File: src/rtl/led_trail_pwm_if.sv
// Pattern-in / LED-out bundle between the pattern generator, the trail PWM stage and the pins.
interface led_trail_pwm_if;
   logic       en;
   logic [7:0] pat_in;
   logic [7:0] led_out;
   logic       trail_active;

   modport master (output en, output pat_in, input led_out, input trail_active);
   modport slave  (input en, input pat_in, output led_out, output trail_active);
endinterface

File: src/rtl/led_trail_pwm.sv
// Drives eight LEDs with PWM; each LED jumps to full brightness when its pattern bit is
// high and then fades by DECAY_STEP every DECAY_DIV cycles, leaving a trail behind the sweep.
module led_trail_pwm #(
   parameter int unsigned PWM_BITS   = 8,
   parameter int unsigned DECAY_DIV  = 65536,
   parameter int unsigned DECAY_STEP = 16
) (
   input  logic            clk,
   input  logic            rstn,
   led_trail_pwm_if.slave  bus
);

   localparam int unsigned W        = PWM_BITS;
   localparam int unsigned N_LED    = 8;
   localparam int unsigned PRE_W    = (DECAY_DIV > 1) ? $clog2(DECAY_DIV) : 1;
   localparam logic [W-1:0]     MAX_B    = {W{1'b1}};
   localparam logic [W-1:0]     CNT_LAST = MAX_B - W'(1);
   localparam logic [PRE_W-1:0] PRE_LAST = PRE_W'(DECAY_DIV - 1);
   localparam logic [W:0]       STEP_X   = (W+1)'(DECAY_STEP);

   logic [PRE_W-1:0] pre_q;
   logic [W-1:0]     cnt_q;
   logic [W-1:0]     bri_q [N_LED];
   logic [W-1:0]     bri_d [N_LED];
   logic [W:0]       diff_c [N_LED];
   logic [N_LED-1:0] led_d;
   logic [N_LED-1:0] lit_c;
   logic [N_LED-1:0] led_q;
   logic             active_q;
   logic             tick_c;

   assign tick_c = bus.en && (pre_q == PRE_LAST);

   // Decay prescaler and PWM ramp; both restart from zero whenever the block is disabled.
   always_ff @(posedge clk or negedge rstn) begin
      if (!rstn) begin
         pre_q <= '0;
         cnt_q <= '0;
      end else if (!bus.en) begin
         pre_q <= '0;
         cnt_q <= '0;
      end else begin
         pre_q <= tick_c ? '0 : pre_q + PRE_W'(1);
         cnt_q <= (cnt_q == CNT_LAST) ? '0 : cnt_q + W'(1);
      end
   end

   for (genvar i = 0; i < N_LED; i++) begin : g_led
      // Refresh beats decay; the extra top bit of the difference flags an underflow.
      always_comb begin
         diff_c[i] = {1'b0, bri_q[i]} - STEP_X;
         bri_d[i]  = bri_q[i];
         if (!bus.en) begin
            bri_d[i] = '0;
         end else if (bus.pat_in[i]) begin
            bri_d[i] = MAX_B;
         end else if (tick_c) begin
            bri_d[i] = diff_c[i][W] ? '0 : diff_c[i][W-1:0];
         end
         lit_c[i] = (bri_q[i] != '0);
         led_d[i] = bus.en && (cnt_q < bri_q[i]);
      end

      always_ff @(posedge clk or negedge rstn) begin
         if (!rstn) begin
            bri_q[i] <= '0;
         end else begin
            bri_q[i] <= bri_d[i];
         end
      end
   end

   always_ff @(posedge clk or negedge rstn) begin
      if (!rstn) begin
         led_q    <= '0;
         active_q <= 1'b0;
      end else begin
         led_q    <= led_d;
         active_q <= bus.en && (|lit_c);
      end
   end

   assign bus.led_out      = led_q;
   assign bus.trail_active = active_q;

endmodule

File: src/flat_wrapper.sv
// flat-port wrapper written by rule: the top's interface ports become plain ports
module led_trail_pwm_flat 
#(
   parameter int unsigned PWM_BITS   = 8,
   parameter int unsigned DECAY_DIV  = 65536,
   parameter int unsigned DECAY_STEP = 16
)
  (clk, rstn, bus_en, bus_pat_in, bus_led_out, bus_trail_active);
  led_trail_pwm_if bus_i ();
  input  logic clk;
  input  logic rstn;
  input wire logic [$bits(bus_i.en)-1:0] bus_en;
  input wire logic [$bits(bus_i.pat_in)-1:0] bus_pat_in;
  output wire logic [$bits(bus_i.led_out)-1:0] bus_led_out;
  output wire logic [$bits(bus_i.trail_active)-1:0] bus_trail_active;
  assign bus_i.en = bus_en;
  assign bus_i.pat_in = bus_pat_in;
  assign bus_led_out = bus_i.led_out;
  assign bus_trail_active = bus_i.trail_active;
  led_trail_pwm #(.PWM_BITS(PWM_BITS), .DECAY_DIV(DECAY_DIV), .DECAY_STEP(DECAY_STEP)) u_core (.clk(clk), .rstn(rstn), .bus(bus_i));
endmodule
File: config.mk
export PLATFORM = sky130hd
export DESIGN_NAME = led_trail_pwm_flat
export DESIGN_NICKNAME = d
export VERILOG_FILES = /design/src/rtl/led_trail_pwm_if.sv /design/src/rtl/led_trail_pwm.sv /design/src/flat_wrapper.sv
export SDC_FILE = /design/constraint.sdc
export NUM_CORES = 1
export LEC_CHECK = 0
export CAP_MARGIN = 0
export CORE_MARGIN = 8
export CORE_UTILIZATION = 47
export DETAILED_ROUTE_END_ITERATION = 8
export SLEW_MARGIN = 10
export SYNTH_ARGS = -nofsm -noshare
export SYNTH_HDL_FRONTEND = slang
export SYNTH_SLANG_ARGS = --single-unit
export TNS_END_PERCENT = 50
File: constraint.sdc
create_clock -name clk -period 2.8 [get_ports clk]
set_input_delay 0.42 -clock clk [delete_from_list [all_inputs] [get_ports clk]]
set_output_delay 0.42 -clock clk [all_outputs]
set_load 0.01 [all_outputs]
* After elaboration in Yosys (flattened, before gate mapping)
Cells that the tools add are included.
** Word-level totals
- Flip-flop bits (word level) :: 97
- Input port bits :: 11
- Word-level logic and storage cells :: 95
** Cells by class
- Add/subtract/negate cells :: 10
- Order comparisons :: 8
- Equality and inequality tests :: 10
- Multiplexer cells :: 36
- Reductions and logical operators :: 19
** Operators with widths (count)
- 8-bit 2-to-1 mux :: 34
- 8-bit by 5-bit subtractor with 9-bit output, second input constant :: 8
- 8-bit < comparator :: 8
- 8-bit nonzero test :: 8
- 16-bit 2-to-1 mux :: 2
- 3-bit by 1-bit != test with 1-bit output, second input constant :: 8
- 16-bit by 1-bit adder with 16-bit output, second input constant :: 1
- 16-bit == test, second input constant :: 1
- 1-bit logical AND :: 10
- 8-bit by 1-bit adder with 8-bit output, second input constant :: 1
- 8-bit == test, second input constant :: 1
- 8-bit OR reduction :: 1

* Logic depth before layout (Yosys ltp)
- Word-level depth :: 5
- Gate-level depth with buffers :: 8
- Gate-level depth less buffers :: 6

* Worst setup path before layout
OpenSTA, ideal clock, no wires.
- Path type :: register -> register
- Start :: register u_core.pre_q[0]
- End :: register u_core.bri_q[7] in the netlist's numbering
- Arrival time :: 1.745 ns
- Data required time :: 2.676 ns
- Path slack :: 0.931 ns
- Stages on the path, launching flop included :: 8
- Path buffers :: 1
- Cells stage by stage :: dfrtp_1 -> ha_1 -> and4_4 -> nand3_4 -> or2_1 -> buf_2 -> o21a_1 -> o31a_1
** Between the ends
- Word-level cells in the longest chain between the ends :: 3
** Ends and longest elaborated chain
- start, declared :: line led_trail_pwm.sv:21 : logic [PRE_W-1:0] pre_q;
- start signal, assigned :: line led_trail_pwm.sv:43 : pre_q <= tick_c ? '0 : pre_q + PRE_W'(1);
- 16-bit == test :: line led_trail_pwm.sv:32 : assign tick_c = bus.en && (pre_q == PRE_LAST);
- 1-bit logical AND :: line led_trail_pwm.sv:32
- 3-bit by 1-bit != test with 1-bit output (no line)
- end signal, assigned by index :: line led_trail_pwm.sv:68 : bri_q[i] <= bri_d[i];
- end, declared :: line led_trail_pwm.sv:23 : logic [W-1:0] bri_q [N_LED];
No other way between the ends.
A chain may end at the register's enable or synchronous reset.

* Worst setup path after layout
- Start :: register u_core.pre_q[0]
- End :: register u_core.bri_q[60] in the netlist's numbering
Same word-level chain as after synthesis.

==> metrics <==
outcome complete, no violations; Yosys reg bits 73; vias 3835; largest net degree at the start of global routing 74; number of diodes 0; Routed Antenna Nets 0; power per cell area 439 mW/mm²; Initial Util 0.482; final-report max-slew violation count 0; DPL Wire Length 7320 µm; mux share of post-synthesis cell area 0; Sum Neg Setup Slack 0 ps; worst hold path type in -> async; critical path cell sequence ha_1, and4_4, nand3_4, or2_1, buf_4, or3_1, a31oi_1; CP peak stage delay 400 ps; adder-cell share of the synthesized area 0.178; Placer Congestion between 0.7 and 0.8; Critical Path Fanout Max 39; Post-Syn Area per Cell between 9 and 10 µm²; Iteration-0 DRC Markers roughly 210; Area Overhead vs Synth 10.4%; most frequent cells in the layout dfrtp_1, ha_1, inv_1, a21oi_1, nor2_1; CP Class reg -> reg; Core Area 0.00977 mm²; crit path DAT ~2400 ps; Via density 5.80; crit-path leading delay family simple AND/OR/NAND/NOR gates; Seq/Total Area, Yosys 0.388; first-pass GRT wire length 18700 µm; DRT Pass-1 Iters 4; Startpoint Class register; Global Route met3 Usage 0.0388; peak supply drop about 0.00022 V; final hold violations 0; largest family of logic cells by synthesized area compound AO/OA/AOI/OAI gates; Crit path buffers/inverters 1; FFs w/ async S/R, synth 1.00; slowest CP cell dfrtp_1; H-tree level count 3; mapped cell area 0.00471 mm²; multi-input gate area in the final layout approximately 0.0026 mm²; Setup Buffers After CTS 0; total CTS buffers 9; Buffers on Ports 19; overall power around 2.3 mW; DRT Wirelength 11000 µm; commonest non-fill, non-tap cell in the layout dfrtp_1; initial antenna violation count 0; Fmax 470 MHz; Register Area 0.00183 mm²; WP data required 3080 ps; RSZ-0062 raised after global routing no; die height 116 µm; All-Layer GR Usage 0.177; worst-skew pair later-pin latency between 300 and 400 ps; slew margin rel. 0.358; CP endpoint kind register; Yosys cell types 38; CTS sink count between 70 and 80; TritonCTS clock tree yes; Leak 2.45 nW; share of layout cells above drive strength 1 0.0436; row cnt 36; # IOs 20; Nets 602; xor/xnor cell area share of the yosys netlist 0.0316; Post-CTS Hold Buffers 0; fin crit share 0.760; Max Clock Skew 10.4 ps; vias in the first global route ~4000; Fillers 924; Longest Clk Path Bufs 2; clock-pin slew on the worst setup and hold paths 80 ps; Slew @ Worst Pin 963 ps; MaxCap Viol Count 0; Final min period 2130 ps; ys flop type dfrtp_1; Mapped Nets 579; drt drc 0; Post-synth EDFFs 0; met2 Use GR 0.288; Resize count post-CTS 0; die area 0.0135 mm²; Synth Area in Compound Gates 0.185; Syn Inst Count between 500 and 600; wire per inst 16.7 µm; met1 usage 0.224; post-synthesis simple-gate area fraction 0.163; global route hottest layer met2; CTS Root Cell clkbuf_8; grt ovf 0; Setup violations, final 0; Yosys Warn Count 0; Die Wd 116 µm
worst register-to-register path, delay by kind of cell, from the launching register on:
kind | cells | cell delay (ps)
buffers and inverters | 1 | 250
DFF | 1 | 400
adders and majority gates | 1 | 230
and+or+nand+nor | 4 | 1010
AOI/OAI and AO/OA | 1 | 170
synthesized netlist by cell type, types with 2 or more instances:
library cell / n / area [µm²]
dfrtp_1: 73 / 1830
ha_1: 67 / 838
inv_1: 50 / 188
a21oi_1: 39 / 195
nor2_1: 38 / 143
o21ai_0: 27 / 135
a31oi_1: 24 / 150
and3_1: 20 / 125
nand2_1: 19 / 71.3
nand3_1: 19 / 95.1
or3_1: 12 / 75.1
xor2_1: 12 / 105
nor3_1: 10 / 50.1
nor2b_1: 8 / 50.1
a2111o_1: 7 / 78.8
a21boi_0: 7 / 52.6
clkbuf_1: 6 / 22.5
o21a_1: 6 / 45.0
a41o_1: 5 / 50.1
buf_2: 5 / 25.0
nor4_1: 5 / 31.3
o22ai_1: 5 / 31.3
o32ai_1: 5 / 43.8
xnor2_1: 5 / 43.8
nand4_1: 4 / 25.0
a221o_1: 3 / 30.0
and4_1: 3 / 26.3
o31a_1: 3 / 26.3
a21o_1: 2 / 15.0
and4_4: 2 / 22.5
buf_6: 2 / 22.5
nor4b_1: 2 / 17.5
registers in the layout, indices dropped and copies added, names as in the netlist:
name and cells:
u_core.bri_q 40, u_core.bus.trail_active 1, u_core.pre_q 16, u_core.cnt_q 8
u_core.bus.led_out 8
cell families (layout without fill, tap and decap cells):
family          after synthesis  in the layout
compound gates              135            135
xor+xnor                     17             17
fa+ha+maj                    67             67
buf+inv                      63             90
flops                        73             73
simple gates                146            146
final timing paths:
| path | from | endpoint | slack, ps | depth (start not counted) |
|---|---|---|---|---|
| worst max-delay path | u_core.pre_q[0] | u_core.bri_q[60] | 670 | 7 |
| min in group clk | u_core.bri_q[4] | u_core.bri_q[4] | 500 | 1 |
| max in group asynchronous | rstn | u_core.bri_q[29] | 1960 | 1 |
| worst min register to register | u_core.bri_q[4] | u_core.bri_q[4] | 500 | 1 |
| worst max register to register | u_core.pre_q[0] | u_core.bri_q[60] | 670 | 7 |
| worst min-delay path | rstn | u_core.bri_q[13] | 220 | 1 |
power breakdown:
group | internal, mW | leakage (nW) | total [mW] | switching [mW]
Clock | 0.339 | 0.0822 | 0.743 | 0.404
Sequential | 1.11 | 0.935 | 1.16 | 0.0545
Combinational | 0.160 | 1.44 | 0.376 | 0.216
Total | 1.61 | 2.45 | 2.28 | 0.674
metrics by stage:
step / area, µm² / worst slack [ps] / util / std cells / hold WS (ps)
floorplan: 4710 / 931 / - / 501 / 124
global placement: 5040 / 662 / 0.516 / 646 / 481
detailed placement: 5040 / 587 / 0.516 / 646 / 483
CTS: 5200 / 658 / 0.533 / 661 / 246
global route: 5200 / 483 / 0.533 / 661 / 305
finish: 5200 / 671 / 0.533 / 661 / 218
per-layer routing:
layer | part of all wire | vias to the layer above | wire length, µm
met4 | 0.015 | 0 | 170
li1 | - | 1882 | -
met2 | 0.46 | 61 | 5100
met1 | 0.48 | 1879 | 5320
met3 | 0.038 | 13 | 420
met5 | 0 | - | 0
final cells by class:
cell class,count,area share
clock buffers,12,0.0279
flip-flops and latches,73,0.351
repair buffers,25,0.0447
clock inverters,3,0.00337
inverters,50,0.0361
well taps,133,0.0320
multi-input cells,365,0.505
Power figures use the tool's default switching activity.
